$ cat config.mk
export PLATFORM = sky130hd
export DESIGN_NAME = fb_wr_sched
export DESIGN_NICKNAME = d
export VERILOG_FILES = /design/src/rtl/fb_pkg.sv /design/src/rtl/fb_rr_arb.sv /design/src/rtl/fb_wr_sched.sv
export SDC_FILE = /design/constraint.sdc
export NUM_CORES = 1
export LEC_CHECK = 0
export ABC_AREA = 1
export CAP_MARGIN = 20
export CORE_MARGIN = 2
export CORE_UTILIZATION = 46
export CTS_BUF_LIST = sky130_fd_sc_hd__clkbuf_8 sky130_fd_sc_hd__clkbuf_16
export DETAILED_ROUTE_END_ITERATION = 10
export PLACE_DENSITY = 0.81
export REMOVE_ABC_BUFFERS = 1
export SETUP_SLACK_MARGIN = 0.1
export SYNTH_ARGS = -nofsm -noshare
export SYNTH_HDL_FRONTEND = slang
export SYNTH_HIERARCHICAL = 1
export SYNTH_SLANG_ARGS = --single-unit
$ cat constraint.sdc
create_clock -name i_clk -period 3.4 [get_ports i_clk]
set_input_delay 0.68 -clock i_clk [delete_from_list [all_inputs] [get_ports i_clk]]
set_output_delay 0.68 -clock i_clk [all_outputs]
set_load 0.01 [all_outputs]
$ cat src/rtl/fb_pkg.sv
// Shared definitions for the frame-buffer write scheduler:
// buffer geometry, field widths and scheduler state encodings.
package fb_pkg;

    localparam int FB_W = 400;
    localparam int FB_H = 225;
    localparam int X_W  = 9;
    localparam int Y_W  = 8;
    localparam int D_W  = 6;

    typedef enum logic [1:0] {
        S_RUN   = 2'd0,
        S_WAIT  = 2'd1,
        S_CLEAR = 2'd2,
        S_DONE  = 2'd3
    } state_t;

    function automatic int ptr_w(input int n);
        return (n > 1) ? $clog2(n) : 1;
    endfunction

endpackage

$ cat src/rtl/fb_rr_arb.sv
// Combinational round-robin arbiter: search begins one past ptr_i,
// wraps modulo N_REQ, and skips requesters masked by mask_i.
module fb_rr_arb
    import fb_pkg::*;
#(
    parameter int N_REQ = 3,
    parameter int PW    = ptr_w(N_REQ)
) (
    input  logic [N_REQ-1:0] req_i,
    input  logic [N_REQ-1:0] mask_i,
    input  logic [PW-1:0]    ptr_i,
    output logic [N_REQ-1:0] gnt_o,
    output logic [PW-1:0]    idx_o,
    output logic             valid_o
);

    logic [N_REQ-1:0] eff;

    // First eligible requester after the last grant wins.
    always_comb begin
        int j;
        eff     = req_i & ~mask_i;
        gnt_o   = '0;
        idx_o   = '0;
        valid_o = 1'b0;
        j       = 0;
        for (int i = 0; i < N_REQ; i++) begin
            j = (int'(ptr_i) + 1 + i) % N_REQ;
            if (!valid_o && eff[j]) begin
                valid_o  = 1'b1;
                gnt_o[j] = 1'b1;
                idx_o    = PW'(j);
            end
        end
    end

endmodule

$ cat src/rtl/fb_wr_sched.sv
// Frame-buffer write-port scheduler: round-robin pixel writers
// plus a full-buffer clear engine, all outputs registered.
module fb_wr_sched
    import fb_pkg::*;
#(
    parameter int N_REQ        = 3,
    parameter int FB_W         = fb_pkg::FB_W,
    parameter int FB_H         = fb_pkg::FB_H,
    parameter bit CLR_ON_VSYNC = 1'b1
) (
    input  logic               i_clk,
    input  logic               i_rst,
    input  logic               i_vsync,
    input  logic [N_REQ-1:0]   i_req,
    input  logic [9*N_REQ-1:0] i_x,
    input  logic [8*N_REQ-1:0] i_y,
    input  logic [6*N_REQ-1:0] i_data,
    output logic [N_REQ-1:0]   o_ack,
    input  logic               i_clr_start,
    input  logic [5:0]         i_clr_color,
    output logic               o_we,
    output logic [8:0]         o_x,
    output logic [7:0]         o_y,
    output logic [5:0]         o_data,
    output logic               o_busy,
    output logic               o_clr_done,
    output logic               o_drop
);

    localparam int PW = ptr_w(N_REQ);
    localparam logic [X_W-1:0] XL = X_W'(FB_W - 1);
    localparam logic [Y_W-1:0] YL = Y_W'(FB_H - 1);

    state_t           state_q, state_d;
    logic [PW-1:0]    ptr_q, ptr_d;
    logic [N_REQ-1:0] ack_q, ack_d;
    logic             we_q, we_d;
    logic             drop_q, drop_d;
    logic             busy_q, busy_d;
    logic             done_q, done_d;
    logic             vsync_q;
    logic [X_W-1:0]   x_q, x_d, cx_q, cx_d;
    logic [Y_W-1:0]   y_q, y_d, cy_q, cy_d;
    logic [D_W-1:0]   data_q, data_d, col_q, col_d;

    logic [N_REQ-1:0] gnt;
    logic [PW-1:0]    gidx;
    logic             gvalid;
    logic [X_W-1:0]   sel_x;
    logic [Y_W-1:0]   sel_y;
    logic [D_W-1:0]   sel_d;
    logic             in_rng;
    logic             arb_en;

    // Last-cycle acks are masked so nobody is written twice in a row.
    fb_rr_arb #(.N_REQ(N_REQ), .PW(PW)) u_arb (
        .req_i   (i_req),
        .mask_i  (ack_q),
        .ptr_i   (ptr_q),
        .gnt_o   (gnt),
        .idx_o   (gidx),
        .valid_o (gvalid)
    );

    // Operand mux for the granted requester and its range check.
    always_comb begin
        sel_x  = i_x[int'(gidx)*X_W +: X_W];
        sel_y  = i_y[int'(gidx)*Y_W +: Y_W];
        sel_d  = i_data[int'(gidx)*D_W +: D_W];
        in_rng = (sel_x <= XL) && (sel_y <= YL);
    end

    // Next-state: FSM, clear counters, arbitration and output values.
    always_comb begin
        state_d = state_q;
        ptr_d   = ptr_q;
        ack_d   = '0;
        we_d    = 1'b0;
        x_d     = '0;
        y_d     = '0;
        data_d  = '0;
        drop_d  = 1'b0;
        done_d  = 1'b0;
        cx_d    = cx_q;
        cy_d    = cy_q;
        col_d   = col_q;
        arb_en  = 1'b0;

        unique case (state_q)
            S_RUN: begin
                arb_en = 1'b1;
                if (i_clr_start) begin
                    col_d   = i_clr_color;
                    cx_d    = '0;
                    cy_d    = '0;
                    state_d = CLR_ON_VSYNC ? S_WAIT : S_CLEAR;
                end
            end
            S_WAIT: begin
                arb_en = 1'b1;
                if (i_vsync && !vsync_q) begin
                    cx_d    = '0;
                    cy_d    = '0;
                    state_d = S_CLEAR;
                end
            end
            S_CLEAR: begin
                we_d   = 1'b1;
                x_d    = cx_q;
                y_d    = cy_q;
                data_d = col_q;
                if (cx_q == XL) begin
                    cx_d = '0;
                    if (cy_q == YL) begin
                        cy_d    = '0;
                        state_d = S_DONE;
                    end else begin
                        cy_d = cy_q + 1'b1;
                    end
                end else begin
                    cx_d = cx_q + 1'b1;
                end
            end
            S_DONE: begin
                done_d  = 1'b1;
                state_d = S_RUN;
            end
            default: state_d = S_RUN;
        endcase

        if (arb_en && gvalid) begin
            ack_d = gnt;
            ptr_d = gidx;
            if (in_rng) begin
                we_d   = 1'b1;
                x_d    = sel_x;
                y_d    = sel_y;
                data_d = sel_d;
            end else begin
                drop_d = 1'b1;
            end
        end

        busy_d = (state_d == S_WAIT) || (state_d == S_CLEAR);
    end

    // State and registered outputs.
    always_ff @(posedge i_clk) begin
        if (i_rst) begin
            state_q <= S_RUN;
            ptr_q   <= PW'(N_REQ - 1);
            ack_q   <= '0;
            we_q    <= 1'b0;
            drop_q  <= 1'b0;
            busy_q  <= 1'b0;
            done_q  <= 1'b0;
            vsync_q <= 1'b0;
            x_q     <= '0;
            y_q     <= '0;
            data_q  <= '0;
            cx_q    <= '0;
            cy_q    <= '0;
            col_q   <= '0;
        end else begin
            state_q <= state_d;
            ptr_q   <= ptr_d;
            ack_q   <= ack_d;
            we_q    <= we_d;
            drop_q  <= drop_d;
            busy_q  <= busy_d;
            done_q  <= done_d;
            vsync_q <= i_vsync;
            x_q     <= x_d;
            y_q     <= y_d;
            data_q  <= data_d;
            cx_q    <= cx_d;
            cy_q    <= cy_d;
            col_q   <= col_d;
        end
    end

    assign o_ack      = ack_q;
    assign o_we       = we_q;
    assign o_x        = x_q;
    assign o_y        = y_q;
    assign o_data     = data_q;
    assign o_busy     = busy_q;
    assign o_clr_done = done_q;
    assign o_drop     = drop_q;

endmodule

# Word-level counts from Yosys, hierarchy flattened
# Cells that the tools add are included.
# totals
in_bits	82
reg_bits	58
output_inout_bits	30
wordCells	122
# classes
eq_ne	10
mul	2
mux	53
n_div	3
shift	3
reduce_logical	19
order_cmp	8
addsub	5
bitwise	5
# ops
op	n
greater-or-equal comparator 32 x 1 -> 1 bit (second input constant)	3
less-than comparator 32 x 4 -> 1 bit (second input constant)	3
remainder unit 32 x 3 -> 32 bit (second input constant)	3
2-to-1 mux 8 bit	7
2-to-1 mux 9 bit	6
adder 32 x 2 -> 32 bit (second input constant)	1
adder 32 x 3 -> 32 bit (second input constant)	1
case mux 9 bit (3 select lines)	1
indexed part select 27 x 7 -> 9 bit	1
case mux 8 bit (3 select lines)	1
indexed part select 24 x 6 -> 8 bit	1
2-to-1 mux 1 bit	18
2-to-1 mux 6 bit	3
indexed part select 18 x 6 -> 6 bit	1
2-to-1 mux 2 bit	7
adder 9 x 1 -> 9 bit (second input constant)	1
== test 9 bit (second input constant)	1
less-or-equal comparator 9 bit (second input constant)	1
2-to-1 mux 3 bit	3
adder 8 x 1 -> 8 bit (second input constant)	1
== test 8 bit (second input constant)	1
less-or-equal comparator 8 bit (second input constant)	1
logical AND 1 bit	8
case mux 2 bit (4 select lines)	1
20 further kinds	33

# Longest topological paths before layout
# logic_depth
ltp_word	18
ltp_mapped	25
mapped_depth_nobuf	23

# Cells and area by module
# Netlist, hierarchy kept.
# by_module_without_submodules
module	n_inst	area_each_um2	seq_area_each_um2	cells_per_inst
fb_wr_sched	1	2906.5	1161.1	425
fb_rr_arb	1	361.6	0.0	63

# Worst setup path after synthesis
# Ideal clock, no wire load.
# synth_path
path_type	register to register
start	register ptr_q[0]
end	register x_q[4], in the netlist o_x[4]
setup_time_ps	123
required_ps	3277
path_stages_with_launch	22
arrival_time_ps	2466
period_less_slack_ps	2589
slack_ps	811
path_cell_list	dfxtp_1 inv_1 ha_1 buf_6 inv_4 nand3_4 nand3_2 nand2_4 nand2_2 clkinv_2 nand3_1 nand2_1 inv_1 buf_2 o21ai_0 o21ai_0 nand2_1 nor2_1 nand2_2 nand3_2 buf_6 o22ai_2
# synth_via
elab_chain_cells	18
word_cells_on_any_way	34
# synth_lines
item	line	source
start: declaration	fb_wr_sched.sv:35	logic [PW-1:0] ptr_q, ptr_d;
start signal: assignment	fb_wr_sched.sv:151	ptr_q <= PW'(N_REQ - 1);
start signal: assignment	fb_wr_sched.sv:166	ptr_q <= ptr_d;
adder 2 x 1 -> 3 bit (*)	fb_rr_arb.sv:28	j = (int'(ptr_i) + 1 + i) % N_REQ;
branches (longest 10 deep; another with adder 32 x 2 -> 32 bit)	-	
2-to-1 mux 2 bit (*)	fb_rr_arb.sv:29	if (!valid_o && eff[j]) begin
via gidx[1]	fb_wr_sched.sv:47	logic [PW-1:0] gidx;
multiplier 2 x 4 -> 6 bit	fb_wr_sched.sv:67	sel_x = i_x[int'(gidx)*X_W +: X_W];
indexed part select 27 x 7 -> 9 bit	fb_wr_sched.sv:67	
less-or-equal comparator 9 bit	fb_wr_sched.sv:70	in_rng = (sel_x <= XL) && (sel_y <= YL);
logical AND 1 bit	fb_wr_sched.sv:70	
2-to-1 mux 9 bit (*)	fb_wr_sched.sv:134	if (in_rng) begin
2-to-1 mux 9 bit (*)	fb_wr_sched.sv:131	if (arb_en && gvalid) begin
end signal: assignment	fb_wr_sched.sv:158	x_q <= '0;
end signal: assignment	fb_wr_sched.sv:173	x_q <= x_d;
end: declaration	fb_wr_sched.sv:42	logic [X_W-1:0] x_q, x_d, cx_q, cx_d;
# Mark *: on every way through the listed nets, which the timed path passes. The select of a mux whose other input is x is not followed.
# A chain may end at the register's enable or synchronous reset.

# Worst setup path after layout
# layout_path
start	input port i_req[2]
end	register x_q[5], in the netlist o_x[5]
# layout_via
elab_chain_cells	17
word_cells_on_any_way	29
# layout_lines
item	line	source
start: declaration	fb_wr_sched.sv:14	input logic [N_REQ-1:0] i_req,
AND 3 bit (*)	fb_rr_arb.sv:22	eff = req_i & ~mask_i;
binary-select mux 1 bit (select 2 bit)	fb_rr_arb.sv:29	
2-to-1 mux 1 bit (implied by the code) (2 in series)	fb_rr_arb.sv:29	
2-to-1 mux 1 bit	fb_rr_arb.sv:29	
zero test 1 bit	fb_rr_arb.sv:29	
logical AND 1 bit	fb_rr_arb.sv:29	
2-to-1 mux 1 bit	fb_rr_arb.sv:29	
zero test 1 bit	fb_rr_arb.sv:29	
logical AND 1 bit	fb_rr_arb.sv:29	
2-to-1 mux 2 bit (*)	fb_rr_arb.sv:29	
via gidx[1]	fb_wr_sched.sv:47	
multiplier 2 x 4 -> 6 bit	fb_wr_sched.sv:67	
indexed part select 27 x 7 -> 9 bit	fb_wr_sched.sv:67	
less-or-equal comparator 9 bit	fb_wr_sched.sv:70	
logical AND 1 bit	fb_wr_sched.sv:70	
2-to-1 mux 9 bit (*)	fb_wr_sched.sv:134	
2-to-1 mux 9 bit (*)	fb_wr_sched.sv:131	
# The timed path passes the listed nets; every way through them passes the cells marked *. The select of a mux whose other input is x is not followed.

==> metrics.md <==
| Metric | Value |
|---|---|
| Status | `completed` |
| Lkg Pwr | `0.002009 uW` |
| Sequential cell area fraction in the yosys report | `35.53%` |
| Yosys top cell by area | `dfxtp_1` |
| GP Congestion | `0.9198` |
| Max clock buf depth | `2` |
| Crit path time final | `3.031 ns` |
| Worst Hold Path EP | `o_data[4]` |
| YS warnings | `6` |
| R2r startpoint | `ptr_q[0]` |
| Final period util | `89.14%` |
| Async set-reset flop share out of synthesis | `0%` |
| Number of synthesized flops with an enable pin | `0` |
| Top-area cell type share of the netlist area | `35.53%` |
| Final WL | `9.956 mm` |
| Nets | `688` |
| Crit path launch | `i_req[2]` |
| Hold Buf Count CTS | `0` |
| R2r endpoint | `o_x[5]` |
| DRT Pass-1 Iters | `5` |
| Setup Buffers After CTS | `0` |
| Rows | `30` |
| Worst hold-check path type | `reg2reg` |
| Synth Cell Area | `3268 sq um` |
| Via density | `5.116` |
| CP Max Fanout | `18` |
| DP HPWL | `7.453 mm` |
| Final Power | `4543 uW` |
| Total CTS buffers | `9` |
| Crit. End Element | `flop` |
| Largest net degree at the start of global routing | `25` |
| Routed Antenna Nets | `0` |
| Clock skew | `0.007281 ns` |
| Hold Slack | `0.4575 ns` |
| Hold Path Depth | `2` |
| CTS tree | `yes` |
| Via count | `3581` |
| Final setup fails | `0` |
| Clock root cell | `clkbuf_8` |
| Synth Register Bits | `58` |
| Antenna diode count | `0` |
| Pwr Density | `963.8 nW/um^2` |
| Average size of a mapped cell | `6.697 sq um` |
| Clock latency on the worst-skew pair | `0.34 ns` |
| Post-layout util | `68.99%` |
| Synth area leaders | `dfxtp_1, nand2_1, nor2_1` |
| Hold Startpoint | `col_q[4]` |
| Max-slew violations | `0` |
| Port Buffers | `111` |
| First-pass GRT wire length | `15.93 mm` |
| FF-to-FF path depth | `19` |
| Fmax | `329.9 MHz` |
| Area grow syn2layout | `44.22%` |
| First DRT Iteration DRCs | `205` |
| Ys flop type | `dfxtp_1` |
| H-tree depth | `3` |
| Crit path kind | `in2reg` |
| TNS Setup | `0 ns` |
| Wirelength per Cell | `14.22 microns` |
| Max-slew headroom | `62.28%` |
| Max VDD drop | `569.3 uV` |
| Max cap viols | `0` |
| DRC | `0` |
| Worst R2R Setup Slack | `0.41 ns` |
| WP data arrival | `3.25 ns` |
| Req. time, crit path | `3.62 ns` |
| Setup crit start kind | `input pin` |
| Core Footprint | `6832 sq um` |
| Vias in the first global route | `3458` |
| Share of cells above drive strength 1 | `9.272%` |
| Setup repair after global routing missed its margin | `false` |
| Initial antenna violation count | `0` |
| GRT Residual Overflow | `0` |
| Yosys cell types | `38` |
| Finished Layout Cells | `700` |
| Clk sinks | `58` |
| Worst-Margin Slew | `0.5637 ns` |
| Starting Density | `47.84%` |
| Final Hold Viols | `0` |
| Synth Instances | `488` |
| Die Wd | `88.29 microns` |
| Die height | `88.29 microns` |
| Io pins | `112` |
| Clk slew on worst S/H paths | `0.07 ns` |
| Global-route usage over all layers | `26.33%` |
| Die area | `7795 sq um` |
| Placed cell count | `684` |
| Fillers | `613` |
cells in the mapped netlist (2+ instances only):
master,n
a211oi_1,2
a21oi_1,21
a2bb2oi_1,10
a31oi_1,3
buf_2,6
buf_6,3
clkbuf_1,7
dfxtp_1,58
ha_1,7
inv_1,58
inv_2,5
nand2_1,116
nand2_2,5
nand3_1,25
nand3_2,4
nand4_1,8
nor2_1,72
nor3_1,8
nor3b_1,2
nor4_1,2
o21ai_0,34
o21ai_1,6
o22ai_2,9
or2_2,3
through the flow:
stage,instance area (sq um),setup slack (ns)
after floorplan,3174,0.05733
after global placement,4476,0.1686
after detailed placement,4476,0.03349
after CTS,4705,0.2871
after global routing,4713,0.1035
final,4713,0.3692
cells by family after synthesis:
| logic type | share of synthesized area (%) |
|---|---|
| DFF | 35.53 |
| AOI/OAI and AO/OA | 17.46 |
| buffers and inverters | 10.57 |
| adders and majority gates | 2.680 |
| and+or+nand+nor | 33.77 |
layout make-up:
class / instances / area, sq um / area share, %
Tap cell: 96 / 120.1 / 2.548
Timing Repair Buffer: 117 / 1185 / 25.14
Sequential cell: 58 / 1161 / 24.63
Clock buffer: 11 / 151.4 / 3.212
Inverter: 66 / 254.0 / 5.389
Clock inverter: 5 / 77.57 / 1.646
Multi-Input combinational cell: 347 / 1764 / 37.43
critical path: stages:
cell and delay [ns]:
clkdlybuf4s50_1 0.45, nand2_1 0.12, o21ai_1 0.19, nand2_1 0.11, nand2_2 0.08, clkinv_2 0.07, nand3_1 0.07, nand2_1 0.15
inv_1 0.17, buf_12 0.16, o21ai_0 0.11, o21ai_1 0.21, nand2_1 0.08, inv_1 0.06, nand2_2 0.09, nand3_2 0.10
buf_4 0.21, o21ai_0 0.11
repair_timing:
action,CTS,global route
gates resized for setup,0,4
setup endpoints to repair,0,21
endpoints found under the hold margin,0,0
layout by cell type (no fill, tap or decap), drive strengths merged:
master	count
clkbuf	11
clkinv	4
clkdlybuf4s50	111
o21ai	41
a21oi	22
nand4	8
a211oi	2
buf	6
nor3	8
nor2	73
o22ai	10
ha	7
nand3b	2
bufinv	2
nor4	2
nand2	122
dfxtp	58
a2bb2oi	10
nor3b	2
o211ai	1
inv	65
nand3	30
a31oi	3
and3	1
or2	3
per-layer routing:
layer	GRT usage, %	part of all wire (%)
met3	5.410	6.7
met2	45.04	48
met5	0	0
met4	9.091	2.4
met1	33.01	42
power by group:
part	switching [uW]	internal, uW	leakage (uW)	total [uW]
combinational	1760	1180	0.00141	2940
clock	286	450	0.000121	736
sequential	55.5	815	0.000475	871
sequential cells by signal (all words and copies together) (netlist names), 2 cells and up:
register,cells
o_data,6
o_y,8
o_ack,3
ptr_q,2
cx_q,9
o_x,9
state_q,2
cy_q,8
col_q,6
worst max path at each step:
stage | endpoint | slack, ns | depth (start not counted)
final | o_x[5] | 0.37 | 18
after global placement | o_x[6] | 0.17 | 19
after CTS | o_x[5] | 0.29 | 20
after floorplan | o_x[0] | 0.06 | 21
after detailed placement | o_x[5] | 0.03 | 19
after global routing | o_x[5] | 0.10 | 20
(Power assumes the default switching activity.)
